`src/rtl/stab_pass_ctrl.sv`:
```
// stab_pass_ctrl: owns a num_qubit-row stabilizer tableau and streams it through the gate datapath
// once per start pulse, writing processed rows back in order. Define STAB_PASS_CNT_EN for pass_count.
module stab_pass_ctrl #(
   parameter int num_qubit = 3
) (
   input  logic                   clk,
   input  logic                   rst_new,
   input  logic                   start,
   output logic                   busy,
   output logic                   init_done,
   output logic [2*num_qubit-1:0] row_literals_out,
   output logic                   row_phase_out,
   output logic                   row_valid_out,
   input  logic                   row_ready_in,
   input  logic [2*num_qubit-1:0] row_literals_in,
   input  logic                   row_phase_in,
   input  logic                   row_valid_in,
   output logic                   pass_done,
`ifdef STAB_PASS_CNT_EN
   output logic [15:0]            pass_count,
`endif
   output logic                   seq_err
);

   localparam int LW = 2 * num_qubit;
   localparam int IW = $clog2(num_qubit + 1);
   localparam logic [IW-1:0] NQ   = IW'(num_qubit);
   localparam logic [IW-1:0] LAST = IW'(num_qubit - 1);

   typedef enum logic [2:0] {S_INIT, S_IDLE, S_STREAM, S_WAIT, S_DONE} state_t;

   state_t          r_state;
   logic [IW-1:0]   r_issue_idx;
   logic [IW-1:0]   r_ret_idx;
   logic [LW-1:0]   r_tab_lit [num_qubit];
   logic            r_tab_ph  [num_qubit];
   logic            r_busy;
   logic            r_init_done;
   logic [LW-1:0]   r_row_lit;
   logic            r_row_ph;
   logic            r_row_valid;
   logic            r_pass_done;
   logic            r_seq_err;

   logic            w_hs;
   logic            w_outstanding;
   logic            w_ret_ok;
   logic [IW-1:0]   w_next_idx;
   logic [LW-1:0]   w_init_row;

   // Issue side: a row transfers on any edge where row_valid_out && row_ready_in; once valid is
   // raised the row is held unchanged until that edge. Return side has no ready and is always taken.
   assign w_hs          = r_row_valid && row_ready_in;
   assign w_outstanding = (r_ret_idx < r_issue_idx) || (w_hs && (r_ret_idx == r_issue_idx));
   assign w_ret_ok      = row_valid_in && ((r_state == S_STREAM) || (r_state == S_WAIT)) && w_outstanding;
   assign w_next_idx    = r_issue_idx + IW'(1);
   assign w_init_row    = LW'(1) << {r_issue_idx, 1'b0};

   always_ff @(posedge clk) begin
      if (rst_new) begin
         r_state     <= S_INIT;
         r_issue_idx <= '0;
         r_ret_idx   <= '0;
         r_busy      <= 1'b1;
         r_init_done <= 1'b0;
         r_pass_done <= 1'b0;
         r_row_valid <= 1'b0;
         r_seq_err   <= 1'b0;
         r_row_lit   <= '0;
         r_row_ph    <= 1'b0;
      end else begin
         r_pass_done <= 1'b0;
         if (w_ret_ok) begin
            r_tab_lit[r_ret_idx] <= row_literals_in;
            r_tab_ph[r_ret_idx]  <= row_phase_in;
            r_ret_idx            <= r_ret_idx + IW'(1);
         end else if (row_valid_in) begin
            r_seq_err <= 1'b1;
         end
         case (r_state)
            S_INIT: begin
               r_tab_lit[r_issue_idx] <= w_init_row;
               r_tab_ph[r_issue_idx]  <= 1'b0;
               if (r_issue_idx == LAST) begin
                  r_state     <= S_IDLE;
                  r_busy      <= 1'b0;
                  r_init_done <= 1'b1;
                  r_issue_idx <= '0;
               end else begin
                  r_issue_idx <= w_next_idx;
               end
            end
            S_IDLE: begin
               if (start) begin
                  r_state     <= S_STREAM;
                  r_busy      <= 1'b1;
                  r_issue_idx <= '0;
                  r_ret_idx   <= '0;
                  r_row_valid <= 1'b1;
                  r_row_lit   <= r_tab_lit[0];
                  r_row_ph    <= r_tab_ph[0];
               end
            end
            S_STREAM: begin
               if (w_hs) begin
                  r_issue_idx <= w_next_idx;
                  if (r_issue_idx == LAST) begin
                     r_row_valid <= 1'b0;
                     r_state     <= S_WAIT;
                  end else begin
                     r_row_lit <= r_tab_lit[w_next_idx];
                     r_row_ph  <= r_tab_ph[w_next_idx];
                  end
               end
            end
            S_WAIT: begin
               if (r_ret_idx == NQ) begin
                  r_state     <= S_DONE;
                  r_pass_done <= 1'b1;
               end
            end
            S_DONE: begin
               r_state <= S_IDLE;
               r_busy  <= 1'b0;
            end
            default: begin
               r_state     <= S_IDLE;
               r_busy      <= 1'b0;
               r_row_valid <= 1'b0;
            end
         endcase
      end
   end

`ifdef STAB_PASS_CNT_EN
   logic [15:0] r_pass_count;

   always_ff @(posedge clk) begin
      if (rst_new) begin
         r_pass_count <= '0;
      end else if (r_state == S_DONE) begin
         r_pass_count <= r_pass_count + 16'd1;
      end
   end

   assign pass_count = r_pass_count;
`endif

   assign busy             = r_busy;
   assign init_done        = r_init_done;
   assign row_literals_out = r_row_lit;
   assign row_phase_out    = r_row_ph;
   assign row_valid_out    = r_row_valid;
   assign pass_done        = r_pass_done;
   assign seq_err          = r_seq_err;

endmodule

```
`config.mk`:
```
export PLATFORM = sky130hd
export DESIGN_NAME = stab_pass_ctrl
export DESIGN_NICKNAME = d
export VERILOG_FILES = /design/src/rtl/stab_pass_ctrl.sv
export SDC_FILE = /design/constraint.sdc
export NUM_CORES = 1
export LEC_CHECK = 0
export ABC_AREA = 1
export BUFFER_PORTS_ARGS = -buffer_cell sky130_fd_sc_hd__buf_4
export CAP_MARGIN = 10
export CORE_MARGIN = 3
export CORE_UTILIZATION = 25
export CTS_CLUSTER_SIZE = 14
export DETAILED_ROUTE_END_ITERATION = 8
export GPL_ROUTABILITY_DRIVEN = 0
export PLACE_DENSITY_LB_ADDON = 0.25
export SLEW_MARGIN = 15
export SYNTH_ARGS = -nofsm -noshare
export SYNTH_HDL_FRONTEND = slang
export SYNTH_SLANG_ARGS = --single-unit
```
`constraint.sdc`:
```
create_clock -name clk -period 1.9 [get_ports clk]
set_input_delay 0.57 -clock clk [delete_from_list [all_inputs] [get_ports clk]]
set_output_delay 0.57 -clock clk [all_outputs]
set_load 0.03 [all_outputs]
```
---- After elaboration in Yosys (flattened, before gate mapping) ----
Memories as Yosys holds them, arrays and structs flattened.
Cells that the tools add are included.
storage, ports and cells
  RAM bits ................................ 21
  logic and storage cells ................. 93
  input port bits ......................... 12
  memories kept ........................... 2
  bits in registers ....................... 19
cells by class
  shift operators ......................... 1
  reductions and logical operators ........ 21
  bitwise operators ....................... 4
  equal/unequal tests ..................... 13
  add/sub/neg operators ................... 2
  multiplexer cells ....................... 39
  $lt $le $gt $ge ......................... 1
memories
  name       depth  width  rd ports  clocked after Yosys merged registers in  wr ports  RTL line  RTL
  r_tab_lit  3      6      2         0                                        1         35        logic [LW-1:0] r_tab_lit [num_qubit];
  r_tab_ph   3      1      2         0                                        1         36        logic r_tab_ph [num_qubit];
operators by type and width
  operator                                         number
  two-way mux 6 bit                                4
  two-way mux 1 bit                                16
  two-way mux 2 bit                                8
  two-way mux 3 bit                                5
  case mux 3 bit (4 select lines)                  1
  case mux 6 bit (2 select lines)                  1
  != test 2 bit, second input constant             4
  AND reduction 4 bit                              2
  == test 3 x 2 -> 1 bit, second input constant    2
  case mux 1 bit (3 select lines)                  2
  case mux 2 bit (3 select lines)                  1
  AND reduction 3 bit                              2
  OR reduction 6 bit                               1
  left shift 1 x 3 -> 6 bit, first input constant  1
  AND reduction 5 bit                              1
  adder 2 x 1 -> 2 bit, second input constant      2
  == test 2 bit, second input constant             2
  logical AND 1 bit                                4
  != test 2 x 1 -> 1 bit, second input constant    2
  NOT 1 bit                                        4
  AND reduction 2 bit                              2
  OR reduction 2 bit                               2
  == test 3 x 1 -> 1 bit, second input constant    1
  == test 3 bit, second input constant             1
  9 further kinds                                  10

---- Logic depth before layout (Yosys ltp) ----
Gate-level depths: netlist (run 1).
  word-level depth ........................ 8
  depth in mapped cells ................... 11

---- Worst setup path before layout (run 1) ----
No wires, ideal clock.
  path type ............................... input port to flip-flop
  from .................................... input port rst_new
  to ...................................... memory r_tab_lit[0][0] (netlist bit), enable pin
  library setup time ...................... 373 ps
  path slack .............................. -33 ps
  stages .................................. 7
  arrival ................................. 1560 ps
  cell sequence ........................... inv_1 -> nand2_1 -> nor2_2 -> nand2_1 -> o21ai_0 -> nand2_1 -> a21oi_1
on the way
  cells in the longest elaborated chain, start to end .. 4
  elaborated cells between the ends (all ways) .. 7
RTL lines
  item                                                              RTL line  RTL
  start: declaration                                                7         input logic rst_new,
  two-way mux 1 bit                                                 60        if (rst_new) begin
  two-way mux 1 bit (not written as such)                           82        r_tab_lit[r_issue_idx] <= w_init_row;
  OR reduction 6 bit (no line)                                      n/a
  two-way mux 2 bit (no line) or two-way mux 1 bit (tied branches)  n/a
  end: declaration                                                  35
Several ways; a longest one is shown, not always the timed one.

---- Worst setup path in the final report (run 1) ----
  from .................................... register r_issue_idx[1]
  to ...................................... register r_row_lit[1] (netlist: row_literals_out[1])
on the way
  cells in the longest elaborated chain, start to end .. 5
  elaborated cells between the ends (all ways) .. 8
RTL lines
  item                             RTL line  RTL
  start: declaration               33        logic [IW-1:0] r_issue_idx;
  start signal: assignment         90        r_issue_idx <= w_next_idx;
  start signal: assignment         106       r_issue_idx <= w_next_idx;
  adder 2 x 1 -> 2 bit             56        assign w_next_idx = r_issue_idx + IW'(1);
  memory (3 x 6 bit)               n/a
  two-way mux 6 bit                107       if (r_issue_idx == LAST) begin
  two-way mux 6 bit                105       if (w_hs) begin
  case mux 6 bit (2 select lines)  80        case (r_state)
  end signal: assignment           100       r_row_lit <= r_tab_lit[0];
  end signal: assignment           111       r_row_lit <= r_tab_lit[w_next_idx];
  end: declaration                 39        logic [LW-1:0] r_row_lit;
Several ways; a longest one is shown, not always the timed one. The select of a mux whose other input is x is not followed.
A chain may end at the register's enable or synchronous reset.

==> metrics, run 1 <==
Post-CTS Setup Bufs=0; slowest cell on the critical path=dfxtp_1; Synthesis Warnings=0; Total Power=4.10 mW; DRC errors left=0; WHS=0.459 ns; H-Tree Depth=2; GRT Resource Usage Total=0.0989; hold path depth=2; Top Ports=24; largest net degree at the start of global routing=15; Worst slew margin=0.754; DIE WIDTH=95.9 um; R2R cell count=9; ant diodes=0; Synth cell types=27; NumNets Final=311; top post-synthesis cells by count=nand2_1, nor2_1, inv_1, nand3_1, edfxtp_1; Syn Inst Count=255; fin crit period=1.72 ns; setup violators final=0; register area share after synthesis=0.500; clock skew=0.00521 ns; Hold Violations, Final=0; Die H=95.9 um; Crit Path Class=flip-flop to flip-flop; initial antenna violation count=0; TritonRoute pass-1 iters=4; highest cell delay on the worst timing path=0.35 ns; Clk pin slew, worst setup/hold paths=0.08 ns; vias in the first global route=1485; Overflow after GRT=0; Worst-Skew Late Latency=just under 0.3 ns; Place WS=approximately 0.033 ns; CP endpoint kind=flip-flop; Peak supply drop=around 0.00035 V; Yosys reg bits=40; Cell Pwr Density=1640 mW/mm^2; Critical Path Fanout Max=14; cts hold-fix bufs=0; crit path cell chain=inv_1 -> buf_4 -> ha_1 -> inv_1 -> or2_2 -> nand3_1 -> nand2_1 -> nor2_1 -> nor2_1; Longest Clk Path Bufs=2; crit-path leading delay family=simple AND/OR/NAND/NOR gates; EDFF count, synth=21; Reg-to-Reg Start=r_issue_idx[1]; RSZ-0062 raised after global routing=no; Initial DRC Count=138; vias=1629; syn_area_per_cell=roughly 8 sq um; Lkg Pwr=1.15 nW; WL/cell=about 11 um; post-route clock period utilization=0.904; Rows=32; most common cell in the netlist=nand2_1; core area=a little under 0.008 sq mm; share of flip-flops with an asynchronous set or reset=0; area leader, netlist=edfxtp_1; Critical Path AT=1.91 ns; CP bufs+invs=3; Max Cap Viol=0; CP Launch Type=flip-flop; Num CTS Buffers=5; routed wire length=about 4200 um; Initial Util=0.260; Final Max Tran Viols=0; area growth from synthesis to layout=24.0%; via/cell ratio=4.11; first-pass GRT wire length=7060 um; worst reg2reg endpoint=row_literals_out[1]; ranking of synthesized cells by area=edfxtp_1, dfxtp_1, nand2_1, nand3_1, nor2_1; post-CTS sizing=0; dominant synthesized flop cell=edfxtp_1; clk sinks=40; CTS tree=built; slew at the pin closest to its max-slew limit=around 0.37 ns; hold path startpoint=busy; FMAX=582 MHz; TNS Setup=0 ns; Worst Hold End=busy; Post-Syn Area=just over 0.002 sq mm; Hold Crit Class=flip-flop to flip-flop; syn nets=273; full die area=0.00920 sq mm; number of I/O port buffers=23; Non-Filler Instances=approximately 400; post-synth top area share=0.312; post-detail-place hpwl=3310 um; WP data required=between 2 and 2.5 ns; r2r setup slk=0.18 ns; remaining antenna violation count=0; status=completed; Placed Cells=between 300 and 400; layout cells sized above 1=0.228; clk root buf=clkbuf_8; Final WS setup=0.182 ns
[worst max-delay path by stage]
stage | startpoint | to | slack [ns] | cells after the start
6_report | r_issue_idx[1] | row_literals_out[1] | 0.18 | 9
5_1_grt | r_issue_idx[1] | r_tab_ph[1] | 0.009 | 10
4_1_cts | r_issue_idx[1] | r_tab_lit[1][5] | 0.09 | 10
3_5_place_dp | rst_new | r_tab_lit[2][1] | 0.03 | 7
3_3_place_gp | rst_new | r_tab_lit[2][1] | 0.04 | 7
2_1_floorplan | rst_new | r_tab_lit[2][0] | 0.006 | 5
[power by group]
group | leakage (nW) | switching [mW] | total (mW) | internal (mW)
registers | 0.351 | 0.131 | 1.33 | 1.20
clock network | 0.0548 | 0.321 | 0.717 | 0.396
logic | 0.740 | 1.30 | 2.05 | 0.752
[layout by cell type, fill, tap and decap left out, drive strengths merged, types with 6 or more instances in the layout]
master and n:
buf 37, dfxtp 19, edfxtp 21, ha 6
inv 28, nand2 82, nand3 27, nor2 36
o21ai 10, or2 7
[through the flow]
stage	util	area, sq um
final	0.322	2500
after detailed placement	0.307	2380
after global routing	0.322	2500
after global placement	0.307	2380
after CTS	0.321	2500
after floorplan	-	2030
[worst min-delay path, stage by stage (launching register included)]
cell and delay [ns]:
dfxtp_1 0.32, nand2_1 0.06, nand2_1 0.04
[layout make-up]
class,count,area (sq um)
Clock buffer,5,68.8
Clock inverter,3,46.3
Fill cell,841,5260
Inverter,29,110
Multi-Input combinational cell,180,862
Sequential cell,40,1010
Tap cell,102,128
Timing Repair Buffer,37,278
[layer usage]
layer	global-route usage	share of wire	up-vias
met5	0	0	-
met3	0.0188	0.032	6
li1	-	-	890
met4	0.0427	0.020	0
met1	0.145	0.52	705
met2	0.140	0.43	28
[sequential cells by signal, summed over array words and instances, names as in the netlist, 2 cells and up]
register,count
r_state,3
row_literals_out,6
r_issue_idx,2
r_tab_lit,18
r_ret_idx,2
r_tab_ph,3
[cell families (layout without fill, tap and decap cells)]
| logic type | Yosys count | in the layout | synth area share |
|---|---|---|---|
| AND/OR/NAND/NOR | 156 | 156 | 0.336 |
| flip-flops | 40 | 40 | 0.500 |
| buffers and inverters | 35 | 74 | 0.0786 |
| AO/OA/AOI/OAI | 18 | 18 | 0.0477 |
| adder cells (fa/ha/maj) | 6 | 6 | 0.0372 |
(Power assumes the default switching activity.)
==> run 2, diff against run 1 <==
--- a/config.mk
+++ b/config.mk
@@ -10,6 +10,7 @@
 export CAP_MARGIN = 10
 export CORE_MARGIN = 3
 export CORE_UTILIZATION = 25
+export CTS_BUF_LIST = sky130_fd_sc_hd__clkbuf_2
 export CTS_CLUSTER_SIZE = 14
 export DETAILED_ROUTE_END_ITERATION = 8
 export GPL_ROUTABILITY_DRIVEN = 0
==> constraint.sdc (replaced) <==
create_clock -name clk -period 2.2 [get_ports clk]
set_input_delay 0.66 -clock clk [delete_from_list [all_inputs] [get_ports clk]]
set_output_delay 0.66 -clock clk [all_outputs]
set_load 0.03 [all_outputs]
==> run 2 against run 1 <==
Setup slack gained 0.21 ns. Sequential power shrank 14%. Count of clock-buffer cells in the layout is the same. Clock skew grew 0.0040 ns. Die area is the same. Total power shrank 21%. Register-to-register slack gained 0.21 ns. Clock power shrank 51%. Utilization shrank 1.3 points. Global-route usage shrank 0.20 points. Sequential share of layout area grew 1.7 points. Combinational power shrank 15%. Critical endpoint is now r_tab_lit[1][3]. Largest cell class unchanged. Highest routed layer unchanged.
==> metrics, run 2 (synthesized netlist as in run 1, its figures left out) <==
Biggest register=r_tab_lit; Peak supply drop=0.000265 V (-23%); NumNets Final=308 (-0.96%); post-detail-place hpwl=3300 um (-0.29%); WP data required=2.36 ns (+0.26 ns); Global Route met2 Usage=0.139 (-0.00116); DRC errors left=0 (unchanged); Initial DRC Count=74 (-46%); CP endpoint kind=flip-flop; slowest cell on the critical path=dfxtp_1; Worst slew margin=0.767 (+0.0136); WL/cell=11.1 um (+3.7%); commonest cells after routing, fill and taps aside=nand2_1, buf_4, nor2_1; met1 usage=0.138 (-0.00746); post-CTS sizing=0 (unchanged); via/cell ratio=4.19 (+1.9%); Longest Clk Path Bufs=2 (unchanged); status=completed; crit path cell chain=inv_1 -> ha_1 -> inv_1 -> o21bai_1 -> nand2_1 -> nand3_1 -> nand2_1 -> nand2_1 -> nor2_1 -> buf_4; Reg area=0.00101 sq mm (-0.12%); layout cells sized above 1=0.203 (-0.0251); RSZ-0062 raised after global routing=no; Num CTS Buffers=5 (unchanged); DIE WIDTH=95.9 um (unchanged); Top Ports=24 (unchanged); highest cell delay on the worst timing path=0.39 ns (+0.04 ns); H-Tree Depth=2 (unchanged); Critical Path AT=1.97 ns (+0.06 ns); post-route clock period utilization=0.822 (-0.0821); Post-CTS Setup Bufs=0 (unchanged); Fill cells=867 (+3.1%); ant diodes=0 (unchanged); clock skew=0.00925 ns (+0.00405 ns); number of I/O port buffers=23 (unchanged); Final Max Tran Viols=0 (unchanged); Cell Pwr Density=1360 mW/mm^2 (-17%); FMAX=553 MHz (-5.0%); Hold Crit Class=primary input to flip-flop; vias=1647 (+1.1%); Hold Violations, Final=0 (unchanged); Max Cap Viol=0 (unchanged); Lkg Pwr=1.10 nW (-4.0%); most common cell after layout, fill and taps aside=nand2_1; largest net degree at the start of global routing=15 (unchanged); Initial Util=0.260 (unchanged); Non-Filler Instances=393 (-0.76%); Die H=95.9 um (unchanged); fin crit period=1.81 ns (+0.0905 ns); cell repeated most along the worst path=nand2_1; Placed Cells=385 (-0.77%); TritonRoute pass-1 iters=4 (unchanged); area growth from synthesis to layout=18.9%; Largest register FFs=18 (unchanged); Crit Path Class=flip-flop to flip-flop; routed wire length=4340 um (+2.9%); clk sinks=40 (unchanged); clk root buf=clkbuf_2; slew at the pin closest to its max-slew limit=0.349 ns (-0.0169 ns); initial antenna violation count=0 (unchanged); remaining antenna violation count=0 (unchanged); full die area=0.00920 sq mm (unchanged); CP Launch Type=flip-flop; first-pass GRT wire length=6980 um (-1.2%); Worst-Skew Late Latency=0.42 ns (+0.13 ns); TNS Setup=0 ns (unchanged); GRT Resource Usage Total=0.0969 (-0.00202); vias in the first global route=1463 (-1.5%); Total Power=3.26 mW (-21%); GR peak layer=met2; Clk pin slew, worst setup/hold paths=0.23 ns (+0.15 ns); core area=0.00777 sq mm (unchanged); CTS tree=built; M3 GR Usage=0.0219 (+0.00313); Rows=32 (unchanged); Critical Path Fanout Max=7 (-7); setup violators final=0 (unchanged); area of the multi-input gates=851 sq um (-1.3%); cts hold-fix bufs=0 (unchanged); Overflow after GRT=0 (unchanged)
[run 2: changes by cell type in the layout (fill, tap and decap cells not counted), sizes merged]
| cell | change |
|---|---|
| clkinv | +1 |
| clkinvlp | +1 |
| bufinv | -1 |
| buf | -3 |
| inv | -1 |
[run 2: worst paths after layout]
path                      to  slack [ns]  cells past startpoint      startpoint
max          r_tab_lit[1][3]        0.39                     10  r_issue_idx[1]
min reg2reg             busy        0.47                      2            busy
max reg2reg  r_tab_lit[1][3]        0.39                     10  r_issue_idx[1]
min                  seq_err        0.41                      2         rst_new
[run 2: final cells by class]
class / instances / area share
Clock inverter: 3 / 0.00990
Inverter: 29 / 0.0453
Timing Repair Buffer: 34 / 0.106
Sequential cell: 40 / 0.421
Multi-Input combinational cell: 180 / 0.354
Clock buffer: 5 / 0.0104
Tap cell: 102 / 0.0531
[run 2: metal layers]
metal  wire [um]  vias to the layer above  share of wire
met3         181                        6          0.042
li1            -                      882              -
met1        2250                      722           0.52
met2        1830                       37           0.42
met4          78                        0          0.018
met5           0                        -              0
[run 2: worst max-delay path: cells and delay by family (launching register included)]
| family | cells | cell delay [ns] |
|---|---|---|
| AO/OA/AOI/OAI | 1 | 0.05 |
| flip-flops | 1 | 0.39 |
| adder cells (fa/ha/maj) | 1 | 0.31 |
| buffers and inverters | 3 | 0.30 |
| AND/OR/NAND/NOR | 5 | 0.50 |
[run 2: where the power goes]
group / internal [mW] / switching (mW)
sequential: 1.03 / 0.120
clock: 0.0792 / 0.274
combinational: 0.623 / 1.13
total: 1.74 / 1.52
[run 2: stage by stage]
step	utilization	setup slack, ns	cell area, sq um	hold WS [ns]
floorplan	-	0.177	2020	0.466
global placement	0.303	0.225	2350	0.445
detailed placement	0.303	0.153	2350	0.445
CTS	0.309	0.397	2400	0.389
global route	0.309	0.212	2400	0.390
finish	0.309	0.392	2400	0.409
==> run 3, diff against run 2 <==
==> constraint.sdc (replaced) <==
create_clock -name clk -period 1.8 [get_ports clk]
set_input_delay 0.54 -clock clk [delete_from_list [all_inputs] [get_ports clk]]
set_output_delay 0.54 -clock clk [all_outputs]
set_load 0.03 [all_outputs]
==> run 3 against run 2 <==
Clock power increased by 63%. Count of clock-buffer cells in the layout stayed put. Critical path depth fell by 1. First-iteration DRC count fell by 11%. Setup slack worse by 0.27 ns. Sequential power increased by 23%. Non-clock buffer count rose by 10. Total power increased by 34%. Global-route usage increased by 0.86 points. Via count increased by 1.5%. Combinational power grew 35%. Critical path type unchanged. Largest power group unchanged. Highest routed layer unchanged.
==> metrics, run 3 (synthesized netlist as in run 1, its figures left out) <==
clk sinks=40 (unchanged); Die H=95.9 um (unchanged); FMAX=597 MHz (+7.9%); Fill cells=873 (+0.69%); vias in the first global route=1515 (+3.6%); DIE WIDTH=95.9 um (unchanged); Clk pin slew, worst setup/hold paths=0.22 ns (about the same); Largest register FFs=18 (unchanged); first-pass GRT wire length=7420 um (+6.4%); Num CTS Buffers=5 (unchanged); Initial DRC Count=66 (-11%); Initial Util=0.260 (unchanged); Worst-Skew Late Latency=0.42 ns (about the same); largest net degree at the start of global routing=15 (unchanged); setup violators final=0 (unchanged); clock skew=0.00449 ns (-0.00477 ns); slowest cell on the critical path=dfxtp_2; clk root buf=clkbuf_2; Final Max Tran Viols=0 (unchanged); routed wire length=4690 um (+8.0%); slew at the pin closest to its max-slew limit=0.404 ns (+0.0553 ns); most common cell after layout, fill and taps aside=nand2_1; Final WS setup=0.125 ns (-0.267 ns); crit path cell chain=inv_2 -> ha_4 -> nand4_1 -> nand2_1 -> nand3_2 -> nand2_1 -> nand2_1 -> nor2_2 -> buf_6; commonest cells after routing, fill and taps aside=nand2_1, buf_4, nor2_1; remaining antenna violation count=0 (unchanged); Top Ports=24 (unchanged); H-Tree Depth=2 (unchanged); WP data required=1.98 ns (-0.38 ns); highest cell delay on the worst timing path=0.39 ns (about the same); Rows=32 (unchanged); CP endpoint kind=flip-flop; Biggest register=r_tab_lit; Worst slew margin=0.728 (-0.0395); Cell Pwr Density=1700 mW/mm^2 (+26%); Hold Violations, Final=0 (unchanged); Crit Path Class=flip-flop to flip-flop; via/cell ratio=4.14 (-1.3%); vias=1671 (+1.5%); TritonRoute pass-1 iters=6 (+2); GRT Resource Usage Total=0.106 (+0.00862); Place WS=-0.0671 ns (-0.220 ns); Critical Path Fanout Max=7 (unchanged); cts hold-fix bufs=0 (unchanged); post-detail-place hpwl=3540 um (+7.3%); Final Util=0.330 (+0.0203); core area=0.00777 sq mm (unchanged); CP Launch Type=flip-flop; NumNets Final=319 (+3.6%); layout cells sized above 1=0.278 (+0.0754); post-route clock period utilization=0.931 (+0.109); Critical Path AT=1.86 ns (-0.11 ns); DRC errors left=0 (unchanged); number of I/O port buffers=23 (unchanged); status=completed; Max Cap Viol=0 (unchanged); initial antenna violation count=0 (unchanged); Hold Crit Class=primary input to flip-flop; Lkg Pwr=1.16 nW (+5.7%); fin crit period=1.68 ns (-0.133 ns); cell repeated most along the worst path=nand2_1; CTS tree=built; ant diodes=0 (unchanged); Longest Clk Path Bufs=2 (unchanged); Overflow after GRT=0 (unchanged); WHS=0.333 ns (-0.0760 ns); full die area=0.00920 sq mm (unchanged); WL/cell=11.6 um (+5.1%); area growth from synthesis to layout=26.7%; Peak supply drop=0.000342 V (+29%)
[run 3: cell types whose count changed in the layout (fill, tap and decap cells not counted), moves of 3 or more]
cell     delta
buf_4       +9
dfxtp_1     -3
dfxtp_2     +3
inv_1       -3
[run 3: path summary, 6_finish.rpt]
path	slack, ns	cells after the start	endpoint	from
setup / recovery	0.12	9	r_tab_lit[1][1]	r_issue_idx[1]
setup reg to reg	0.12	9	r_tab_lit[1][1]	r_issue_idx[1]
hold reg to reg	0.48	2	busy	busy
hold / removal	0.33	3	seq_err	row_valid_in
[run 3: cell type report]
type                       instances  area, sq um  area share
tap                              102          128      0.0499
timing repair inverter             1         5.00     0.00196
inverter                          29          114      0.0445
clock inverter                     3         46.3      0.0181
sequential                        40         1010       0.396
multi-input combinational        180          893       0.349
clock buffer                       5         25.0     0.00978
timing repair buffer              44          334       0.130
[run 3: power breakdown]
group          total [mW]  internal, mW  switching [mW]  leakage [nW]
combinational        2.37         0.905            1.46         0.771
sequential           1.42          1.27           0.146         0.351
clock               0.575         0.239           0.336        0.0396
total                4.36          2.41            1.94          1.16
[run 3: layer usage]
metal	global-route usage	vias to the layer above	share of wire
li1	-	902	-
met1	0.154	733	0.51
met2	0.149	31	0.43
met3	0.0266	5	0.036
met4	0.0391	0	0.017
met5	0	-	0
[run 3: worst max-delay path, delay by kind of cell (launching register included)]
kind                     cells  cell delay (ns)
AND/OR/NAND/NOR              6             0.60
flip-flops                   1             0.39
adder cells (fa/ha/maj)      1             0.25
buffers and inverters        2             0.18
[run 3: repair_timing]
item | in CTS | in global routing
endpoints found under the setup margin | 0 | 22
hold endpoints to repair | 0 | 0
resized for setup | 0 | 12
setup buffers | 0 | 0
[run 3: stage by stage]
step	power [mW]	setup TNS [ns]	std cells	cell area, sq um
global placement	3.70	-0.585	395	2440
global route	4.77	-0.00191	404	2560
finish	4.36	0	404	2560
detailed placement	3.71	-1.16	395	2440
CTS	4.31	0	403	2510
floorplan	3.03	0	255	2030
